File: config.mk
export PLATFORM = sky130hd
export DESIGN_NAME = fpu_norm_sched
export DESIGN_NICKNAME = d
export VERILOG_FILES = /design/src/rtl/fpu_pkg.sv /design/src/rtl/fpu_norm_sched_rr_arb2.sv /design/src/rtl/fpu_norm_sched.sv
export SDC_FILE = /design/constraint.sdc
export NUM_CORES = 1
export LEC_CHECK = 0
export ABC_AREA = 1
export CAP_MARGIN = 0
export CORE_ASPECT_RATIO = 1.75
export CORE_MARGIN = 2
export CORE_UTILIZATION = 30
export CTS_BUF_LIST = sky130_fd_sc_hd__clkbuf_16
export DETAILED_ROUTE_END_ITERATION = 6
export PLACE_DENSITY = 0.66
export SLEW_MARGIN = 20
export SYNTH_ARGS = -nofsm -noshare
export SYNTH_HDL_FRONTEND = slang
export SYNTH_SLANG_ARGS = --single-unit
File: constraint.sdc
create_clock -name clk -period 4.42 [get_ports clk]
set_input_delay 1.326 -clock clk [delete_from_list [all_inputs] [get_ports clk]]
set_output_delay 1.326 -clock clk [all_outputs]
set_load 0.005 [all_outputs]
File: src/rtl/fpu_pkg.sv
// Shared FPU definitions: default widths, source encoding and the result record.
package fpu_pkg;

    localparam int MAN_W_DEF = 49;
    localparam int EXP_W_DEF = 9;
    localparam int TAG_W_DEF = 5;

    // Result source: FADD path or FMUL path
    localparam logic SRC_ADD = 1'b0;
    localparam logic SRC_MUL = 1'b1;

    typedef struct packed {
        logic                 sign;
        logic [MAN_W_DEF-1:0] man;
        logic [EXP_W_DEF-1:0] exp;
        logic [TAG_W_DEF-1:0] tag;
        logic                 src;
    } result_t;

endpackage

File: src/rtl/fpu_norm_sched_rr_arb2.sv
// Two-way round-robin arbiter. Request/grant bit 0 is FADD, bit 1 is FMUL.
// The last-grant pointer only moves when the grant is actually accepted.
module rr_arb2
    import fpu_pkg::*;
(
    input  logic       clk,
    input  logic       rst,
    input  logic [1:0] req_i,
    input  logic       accept_i,
    output logic [1:0] gnt_o
);

    logic last_q;
    logic last_d;

    // Grant: a lone requester wins; on a tie the side not granted last time wins
    always_comb begin
        gnt_o = req_i;
        if (req_i == 2'b11) begin
            gnt_o = (last_q == SRC_MUL) ? 2'b01 : 2'b10;
        end
    end

    // Pointer next-state: update only when a grant is consumed
    always_comb begin
        last_d = last_q;
        if (accept_i && (gnt_o != 2'b00)) begin
            last_d = gnt_o[1] ? SRC_MUL : SRC_ADD;
        end
    end

    // Pointer register; resets to FMUL so FADD wins the first tie
    always_ff @(posedge clk) begin
        if (rst) begin
            last_q <= SRC_MUL;
        end else begin
            last_q <= last_d;
        end
    end

endmodule

File: src/rtl/fpu_norm_sched.sv
// Shares one external combinational normalizer between the FADD and FMUL
// result paths: arbitrate -> stage-1 operand reg -> normalizer -> result reg.
// Also accumulates sticky overflow/underflow flags for fcsr.
module fpu_norm_sched
    import fpu_pkg::*;
#(
    parameter int MAN_W = MAN_W_DEF,
    parameter int EXP_W = EXP_W_DEF,
    parameter int TAG_W = TAG_W_DEF
) (
    input  logic             clk,
    input  logic             rst,
    input  logic             add_valid,
    output logic             add_ready,
    input  logic             add_sign,
    input  logic [MAN_W-1:0] add_man,
    input  logic [EXP_W-1:0] add_exp,
    input  logic [TAG_W-1:0] add_tag,
    input  logic             mul_valid,
    output logic             mul_ready,
    input  logic             mul_sign,
    input  logic [MAN_W-1:0] mul_man,
    input  logic [EXP_W-1:0] mul_exp,
    input  logic [TAG_W-1:0] mul_tag,
    output logic             norm_sign,
    output logic [MAN_W-1:0] norm_man,
    output logic [EXP_W-1:0] norm_exp,
    output logic             norm_done,
    input  logic             norm_res_sign,
    input  logic [MAN_W-1:0] norm_res_man,
    input  logic [EXP_W-1:0] norm_res_exp,
    input  logic             norm_ovf,
    input  logic             norm_unf,
    output logic             out_valid,
    input  logic             out_ready,
    output logic             out_src,
    output logic             out_sign,
    output logic [MAN_W-1:0] out_man,
    output logic [EXP_W-1:0] out_exp,
    output logic [TAG_W-1:0] out_tag,
    output logic             out_ovf,
    output logic             out_unf,
    input  logic             flags_clr,
    output logic             sticky_ovf,
    output logic             sticky_unf,
    output logic             busy
);

    logic             adv2, s1_free, acc;
    logic [1:0]       gnt;

    logic             s1_valid_q, s1_valid_d;
    logic             s1_sign_q,  s1_sign_d;
    logic [MAN_W-1:0] s1_man_q,   s1_man_d;
    logic [EXP_W-1:0] s1_exp_q,   s1_exp_d;
    logic [TAG_W-1:0] s1_tag_q,   s1_tag_d;
    logic             s1_src_q,   s1_src_d;

    logic             o_valid_q,  o_valid_d;
    logic             o_sign_q,   o_sign_d;
    logic [MAN_W-1:0] o_man_q,    o_man_d;
    logic [EXP_W-1:0] o_exp_q,    o_exp_d;
    logic [TAG_W-1:0] o_tag_q,    o_tag_d;
    logic             o_src_q,    o_src_d;
    logic             o_ovf_q,    o_ovf_d;
    logic             o_unf_q,    o_unf_d;

    logic             sticky_ovf_q, sticky_ovf_d;
    logic             sticky_unf_q, sticky_unf_d;

    // Pipeline flow control: the result reg drains on out_ready, stage 1 frees behind it
    always_comb begin
        adv2    = !o_valid_q || out_ready;
        s1_free = !s1_valid_q || adv2;
    end

    rr_arb2 u_arb (
        .clk      (clk),
        .rst      (rst),
        .req_i    ({mul_valid, add_valid}),
        .accept_i (s1_free && !rst),
        .gnt_o    (gnt)
    );

    // Readies are held low during reset so no requester believes it was accepted
    assign add_ready = s1_free && gnt[0] && !rst;
    assign mul_ready = s1_free && gnt[1] && !rst;
    assign acc       = add_ready || mul_ready;

    // Stage 1 next-state: capture the granted operand whenever the stage is free
    always_comb begin
        s1_valid_d = s1_valid_q;
        s1_sign_d  = s1_sign_q;
        s1_man_d   = s1_man_q;
        s1_exp_d   = s1_exp_q;
        s1_tag_d   = s1_tag_q;
        s1_src_d   = s1_src_q;
        if (s1_free) begin
            s1_valid_d = acc;
        end
        if (acc) begin
            s1_sign_d = gnt[1] ? mul_sign : add_sign;
            s1_man_d  = gnt[1] ? mul_man  : add_man;
            s1_exp_d  = gnt[1] ? mul_exp  : add_exp;
            s1_tag_d  = gnt[1] ? mul_tag  : add_tag;
            s1_src_d  = gnt[1] ? SRC_MUL  : SRC_ADD;
        end
    end

    // Stage 2 next-state: register normalizer output; data holds when nothing moves in
    always_comb begin
        o_valid_d = o_valid_q;
        o_sign_d  = o_sign_q;
        o_man_d   = o_man_q;
        o_exp_d   = o_exp_q;
        o_tag_d   = o_tag_q;
        o_src_d   = o_src_q;
        o_ovf_d   = o_ovf_q;
        o_unf_d   = o_unf_q;
        if (adv2) begin
            o_valid_d = s1_valid_q;
            if (s1_valid_q) begin
                o_sign_d = norm_res_sign;
                o_man_d  = norm_res_man;
                o_exp_d  = norm_res_exp;
                o_tag_d  = s1_tag_q;
                o_src_d  = s1_src_q;
                o_ovf_d  = norm_ovf;
                o_unf_d  = norm_unf;
            end
        end
    end

    // Sticky flags: a flag raised by a result entering the out reg beats a clear
    always_comb begin
        sticky_ovf_d = (adv2 && s1_valid_q && norm_ovf) || (sticky_ovf_q && !flags_clr);
        sticky_unf_d = (adv2 && s1_valid_q && norm_unf) || (sticky_unf_q && !flags_clr);
    end

    // State registers; reset drops any in-flight operation and zeroes the data
    always_ff @(posedge clk) begin
        if (rst) begin
            s1_valid_q   <= 1'b0;
            s1_sign_q    <= 1'b0;
            s1_man_q     <= '0;
            s1_exp_q     <= '0;
            s1_tag_q     <= '0;
            s1_src_q     <= SRC_ADD;
            o_valid_q    <= 1'b0;
            o_sign_q     <= 1'b0;
            o_man_q      <= '0;
            o_exp_q      <= '0;
            o_tag_q      <= '0;
            o_src_q      <= SRC_ADD;
            o_ovf_q      <= 1'b0;
            o_unf_q      <= 1'b0;
            sticky_ovf_q <= 1'b0;
            sticky_unf_q <= 1'b0;
        end else begin
            s1_valid_q   <= s1_valid_d;
            s1_sign_q    <= s1_sign_d;
            s1_man_q     <= s1_man_d;
            s1_exp_q     <= s1_exp_d;
            s1_tag_q     <= s1_tag_d;
            s1_src_q     <= s1_src_d;
            o_valid_q    <= o_valid_d;
            o_sign_q     <= o_sign_d;
            o_man_q      <= o_man_d;
            o_exp_q      <= o_exp_d;
            o_tag_q      <= o_tag_d;
            o_src_q      <= o_src_d;
            o_ovf_q      <= o_ovf_d;
            o_unf_q      <= o_unf_d;
            sticky_ovf_q <= sticky_ovf_d;
            sticky_unf_q <= sticky_unf_d;
        end
    end

    assign norm_sign  = s1_sign_q;
    assign norm_man   = s1_man_q;
    assign norm_exp   = s1_exp_q;
    assign norm_done  = s1_valid_q;

    assign out_valid  = o_valid_q;
    assign out_sign   = o_sign_q;
    assign out_man    = o_man_q;
    assign out_exp    = o_exp_q;
    assign out_tag    = o_tag_q;
    assign out_src    = o_src_q;
    assign out_ovf    = o_ovf_q;
    assign out_unf    = o_unf_q;

    assign sticky_ovf = sticky_ovf_q;
    assign sticky_unf = sticky_unf_q;
    assign busy       = s1_valid_q || o_valid_q;

endmodule

==> results of run 1 <==
metrics by stage:
stage	instances	setup slack [ns]	util	power [mW]
final	1488	0.2659	0.5048	3.474
after floorplan	931	1.156	-	1.702
after detailed placement	1455	0.2890	0.4753	2.115
after global placement	1455	0.3141	0.4753	2.108
after global routing	1488	0.2017	0.5048	3.653
after CTS	1487	0.2890	0.5047	3.528
metal layers:
layer,GRT usage,vias to the layer above,part of all wire,wire length (um)
met5,0,-,0,0
met4,0.08029,0,0.030,589
met3,0.04482,28,0.055,1082
met2,0.3365,211,0.53,10430
met1,0.1856,2681,0.38,7436
li1,-,3362,-,-
layout make-up:
cell class / instances / share of cell area
Timing Repair Buffer: 335 / 0.3400
Sequential cell: 137 / 0.2776
Multi-Input combinational cell: 666 / 0.2654
Clock buffer: 17 / 0.04307
Tap cell: 245 / 0.03103
Inverter: 72 / 0.02749
Clock inverter: 15 / 0.01520
Antenna cell: 1 / 0.0002533
worst max-delay path by stage:
stage	slack, ns	end	start	cells past startpoint
finish	0.27	add_ready	out_ready	6
detailed placement	0.29	add_ready	out_ready	6
CTS	0.29	add_ready	out_ready	6
global placement	0.31	add_ready	out_ready	6
floorplan	1.16	mul_ready	add_valid	6
global route	0.20	add_ready	out_ready	6
kinds of logic after synthesis:
group / after synthesis / synth area share
buf+inv: 128 / 0.1008
flops: 137 / 0.4604
simple gates: 589 / 0.3741
compound gates: 77 / 0.06469
where the power goes:
group,switching (mW),internal [mW]
Combinational,0.304,0.403
Sequential,0.0446,1.33
Clock,0.561,0.831
Total,0.910,2.56
cells in the final DEF, fill, tap and decap left out, drive strengths merged:
master,count
nand2,334
or2,1
clkdlybuf4s50,327
a21oi,12
buf,8
nand3,4
clkinvlp,3
bufinv,2
clkinv,8
o21ai,65
dfxtp,137
clkbuf,17
nor2,250
diode,1
inv,74
registers in the layout, summed over array words and instances, names as in the netlist:
signal / count
out_unf: 1
out_valid: 1
s1_tag_q: 5
out_tag: 5
out_sign: 1
out_src: 1
s1_src_q: 1
out_man: 49
norm_exp: 9
norm_man: 49
out_exp: 9
sticky_unf: 1
norm_sign: 1
sticky_ovf: 1
u_arb.last_q: 1
norm_done: 1
out_ovf: 1
critical path: stages:
cell and delay, ns:
clkdlybuf4s50_1 0.46, inv_1 0.05, nand3_1 0.18, nand3_1 0.13, nor2_1 0.16, clkdlybuf4s50_1 0.53
==> results.sh, run 1 <==
export IMPL_area_growth_syn_to_layout_pct=65.83
export IMPL_route_detailed_drc=0
export IMPL_register_area_sq_um=2743
export IMPL_clkTransAtPathRegs_ns=0.06
export IMPL_hp_class="reg -> reg"
export IMPL_status="completed"
export IMPL_hp_start="s1_tag_q[2]"
export IMPL_drtIter0Drc=323
export IMPL_worstMarginPinSlew_ns=0.7761
export IMPL_crit_fanout=4
export IMPL_synth_edf_count=0
export IMPL_syn_area_sq_um=5957
export IMPL_yosys_top_cells_count="nand2_1 (332), nor2_1 (250), dfxtp_1 (137), inv_1 (69), o21ai_0 (65)"
export IMPL_post_synth_top_count_cell="nand2_1"
export IMPL_whs_ns=0.4516
export IMPL_avgSynthCellArea_sq_um=6.398
export IMPL_clk_path_buf_depth=2
export IMPL_cts_resized=0
export IMPL_reg2regPathDepth=6
export IMPL_cts_tree="done"
export IMPL_wirelength_um=19540
export IMPL_insertion_delay_ns=0.41
export IMPL_synth_async_sr_flop_share=0
export IMPL_final_hold_viol_count=0
export IMPL_hold_path_depth=2
export IMPL_ys_ff_latch=137
export IMPL_dominantRegCellSynth="dfxtp_1"
export IMPL_crit_type="in -> out"
export IMPL_hold_buffers=0
export IMPL_drive_gt1_frac=0.03704
export IMPL_yosys_top_cells_area="dfxtp_1 (46%), nand2_1 (21%), nor2_1 (16%)"
export IMPL_hpwl_um=14080
export IMPL_rsz0062_at_grt="no"
export IMPL_multi_input_area_sq_um=2621
export IMPL_synth_cell_types=15
export IMPL_cts_htree_levels=4
export IMPL_grt_max_degree=130
export IMPL_dieHeight_um=190.4
export IMPL_yosys_area_top_type="dfxtp_1"
export IMPL_setup_violations=0
export IMPL_cts_sinks=137
export IMPL_final_antenna_net_count=0
export IMPL_nFillCells=1960
export IMPL_finClkSkew_ns=0.005517
export IMPL_critPathArrivalTime_ns=2.83
export IMPL_r2r_start="out_valid"
export IMPL_cap_violations=0
export IMPL_period_needed_ns=4.154
export IMPL_period_share=0.9398
export IMPL_yosysTopAreaCellShare=0.4604
export IMPL_dieArea_sq_um=21040
export IMPL_wl_per_cell_um=13.13
export IMPL_gr_total_overflow=0
export IMPL_final_area_sq_um=9878
export IMPL_die_width_um=110.5
export IMPL_clock_fmax_mhz=240.7
export IMPL_crit_path_start_kind="primary input"
export IMPL_first_global_vias=5896
export IMPL_grt_usage=0.1789
export IMPL_vias=6282
export IMPL_required_ns=3.09
export IMPL_syn_nets=1126
export IMPL_cp_end_kind="output pin"
export IMPL_vdd_drop_max_mv=0.2386
export IMPL_worstReg2RegEnd="out_ovf"
export IMPL_port_buffers=327
export IMPL_place_congestion=0.8209
export IMPL_post_cts_buffers=0
export IMPL_p_per_area_nw_per_um2=351.7
export IMPL_antenna_found_initial=1
export IMPL_synthCells=931
export IMPL_place_area_sq_um=9300
export IMPL_p_leak_nw=4.477
export IMPL_cts_root_buf="clkbuf_16"
export IMPL_drtPass1Iterations=7
export IMPL_slew_headroom=0.4826
export IMPL_core_sq_um=19570
export IMPL_start_util=0.3044
export IMPL_holdPathEnd="out_tag[2]"
export IMPL_fin_tns_setup_ns=0
export IMPL_cts_buffers=17
export IMPL_synth_seq_area_share=0.4604
export IMPL_grt_pass1_wl_um=30100
export IMPL_row_count=68
export IMPL_finalMaxSlewViolations=0
export IMPL_reg2reg_slack_ns=2.77
export IMPL_finalNetCount=1424
export IMPL_yosys_warnings=0
export IMPL_vias_per_cell=4.222
export IMPL_io_pin_count=328
Note: power is estimated with default switching activity, not from simulation.
==> run 2, diff against run 1 <==
--- a/config.mk
+++ b/config.mk
@@ -12,7 +12,6 @@
 export CORE_UTILIZATION = 30
 export CTS_BUF_LIST = sky130_fd_sc_hd__clkbuf_16
 export DETAILED_ROUTE_END_ITERATION = 6
-export PLACE_DENSITY = 0.66
 export SLEW_MARGIN = 20
 export SYNTH_ARGS = -nofsm -noshare
 export SYNTH_HDL_FRONTEND = slang
==> run 2 against run 1 <==
Combinational power rose by 0.6%. Die area did not move. Non-clock buffer count rose by 1. Via count rose by 0.94%. Cell count barely moved. Worst setup slack improved by 0.039 ns. Clock skew rose by 0.00091 ns. Design area barely moved. First-iteration DRC count fell by 19%.
==> results.sh, run 2 (same netlist as run 1, synthesis figures left out) <==
export IMPL_status="completed"
export IMPL_wl_per_cell_um=13.58
export IMPL_slowest_stage="clkdlybuf4s50_1"
export IMPL_crit_type="in -> out"
export IMPL_cts_resized=0
export IMPL_cp_end_kind="output pin"
export IMPL_switching_share=0.2553
export IMPL_io_pin_count=328
export IMPL_internal_power_mw=2.608
export IMPL_cts_htree_levels=4
export IMPL_rsz0062_at_grt="no"
export IMPL_place_congestion=0.8459
export IMPL_pre_cts_ws_ns=0.3009
export IMPL_first_global_vias=5985
export IMPL_p_sw_mw=0.8940
export IMPL_p_per_area_nw_per_um2=354.3
export IMPL_final_antenna_net_count=0
export IMPL_period_share=0.9310
export IMPL_drtIter0Drc=262
export IMPL_setup_violations=0
export IMPL_cts_tree="done"
export IMPL_grt_max_degree=129
export IMPL_finalMaxSlewViolations=0
export IMPL_cts_sinks=137
export IMPL_wirelength_um=20220
export IMPL_critPathArrivalTime_ns=2.79
export IMPL_comb_power_share=0.203
export IMPL_start_util=0.3044
export IMPL_crit_path_start_kind="primary input"
export IMPL_place_area_sq_um=9295
export IMPL_cpPeakStageDelay_ns=0.52
export IMPL_nFillCells=2019
export IMPL_cp_cell_sequence="clkdlybuf4s50_1, nand2_1, nand2_2, nand3_1, nor2_1, clkdlybuf4s50_1"
export IMPL_crit_path_frequent_cell="clkdlybuf4s50_1"
export IMPL_antenna_found_initial=1
export IMPL_drive_gt1_frac=0.03540
export IMPL_vdd_drop_max_mv=0.2507
export IMPL_fin_tns_setup_ns=0
export IMPL_insertion_delay_ns=0.43
export IMPL_hp_class="reg -> reg"
export IMPL_vias=6341
export IMPL_final_common_cell="nand2_1"
export IMPL_dieArea_sq_um=21040
export IMPL_period_needed_ns=4.115
export IMPL_most_common_layout_cells="nand2_1 (332), clkdlybuf4s50_1 (327), nor2_1 (250)"
export IMPL_cts_root_buf="clkbuf_16"
export IMPL_final_area_sq_um=9883
export IMPL_area_growth_syn_to_layout_pct=65.91
export IMPL_row_count=68
export IMPL_crit_fanout=6
export IMPL_finalPower_mw=3.502
export IMPL_die_width_um=110.5
export IMPL_cts_buffers=17
export IMPL_slew_headroom=0.2913
export IMPL_seq_power_share=0.392
export IMPL_port_buffers=327
export IMPL_setup_slack_ns=0.3050
export IMPL_vias_per_cell=4.259
export IMPL_cap_violations=0
export IMPL_clock_fmax_mhz=243.0
export IMPL_worstMarginPinSlew_ns=1.063
export IMPL_route_detailed_drc=0
export IMPL_grt_pass1_wl_um=31190
export IMPL_p_leak_nw=4.484
export IMPL_finalNetCount=1425
export IMPL_post_cts_buffers=0
export IMPL_clkTransAtPathRegs_ns=0.06
export IMPL_clk_path_buf_depth=2
export IMPL_final_hold_viol_count=0
export IMPL_gr_total_overflow=0
export IMPL_required_ns=3.09
export IMPL_hpwl_um=14600
export IMPL_core_sq_um=19570
export IMPL_p_clk_frac=0.405
export IMPL_grt_usage=0.1896
export IMPL_drtPass1Iterations=4
export IMPL_hold_buffers=0
export IMPL_finClkSkew_ns=0.006425
export IMPL_dieHeight_um=190.4
## run 2: power groups by stage
| stage | registers (mW) | clock network [mW] | logic, mW |
|---|---|---|---|
| floorplan | 1.41 | 0 | 0.294 |
| global placement | 1.40 | 0 | 0.715 |
| detailed placement | 1.40 | 0 | 0.717 |
| CTS | 1.38 | 1.46 | 0.722 |
| global route | 1.39 | 1.51 | 0.792 |
| finish | 1.37 | 1.42 | 0.711 |
## run 2: metal layers
layer / GRT usage / share of wire / vias to the layer above
met4: 0.1048 / 0.044 / 0
met3: 0.05531 / 0.059 / 47
met2: 0.3419 / 0.52 / 218
met1: 0.1961 / 0.38 / 2709
li1: - / - / 3367
met5: 0 / 0 / -
## run 2: cell type report
class / count / area, sq um / share of cell area
timing repair buffer: 336 / 3353 / 0.3393
sequential: 137 / 2743 / 0.2775
multi-input combinational: 666 / 2621 / 0.2652
clock buffer: 17 / 425.4 / 0.04304
tap: 245 / 306.5 / 0.03102
inverter: 72 / 271.5 / 0.02747
clock inverter: 15 / 160.2 / 0.01620
antenna: 1 / 2.502 / 0.0002532
## run 2: path summary, 6_finish.rpt
check	cells past startpoint	slack, ns	start	end
setup / recovery	6	0.30	add_valid	add_ready
setup reg to reg	6	2.72	out_valid	out_exp[0]
hold reg to reg	2	0.45	s1_tag_q[4]	out_tag[4]
hold / removal	2	0.45	s1_tag_q[4]	out_tag[4]
## run 2: worst max-delay path, delay by kind of cell
family,cells,cell delay [ns]
simple gates,4,0.44
buf+inv,2,1.02
## run 2: through the flow
stage            util  hold slack [ns]  cells
2_1_floorplan       -           0.4297    931
6_report       0.5051           0.4485   1489
3_5_place_dp   0.4750           0.4444   1456
5_1_grt        0.5051           0.4687   1489
3_3_place_gp   0.4750           0.4383   1456
4_1_cts        0.5049           0.4519   1488
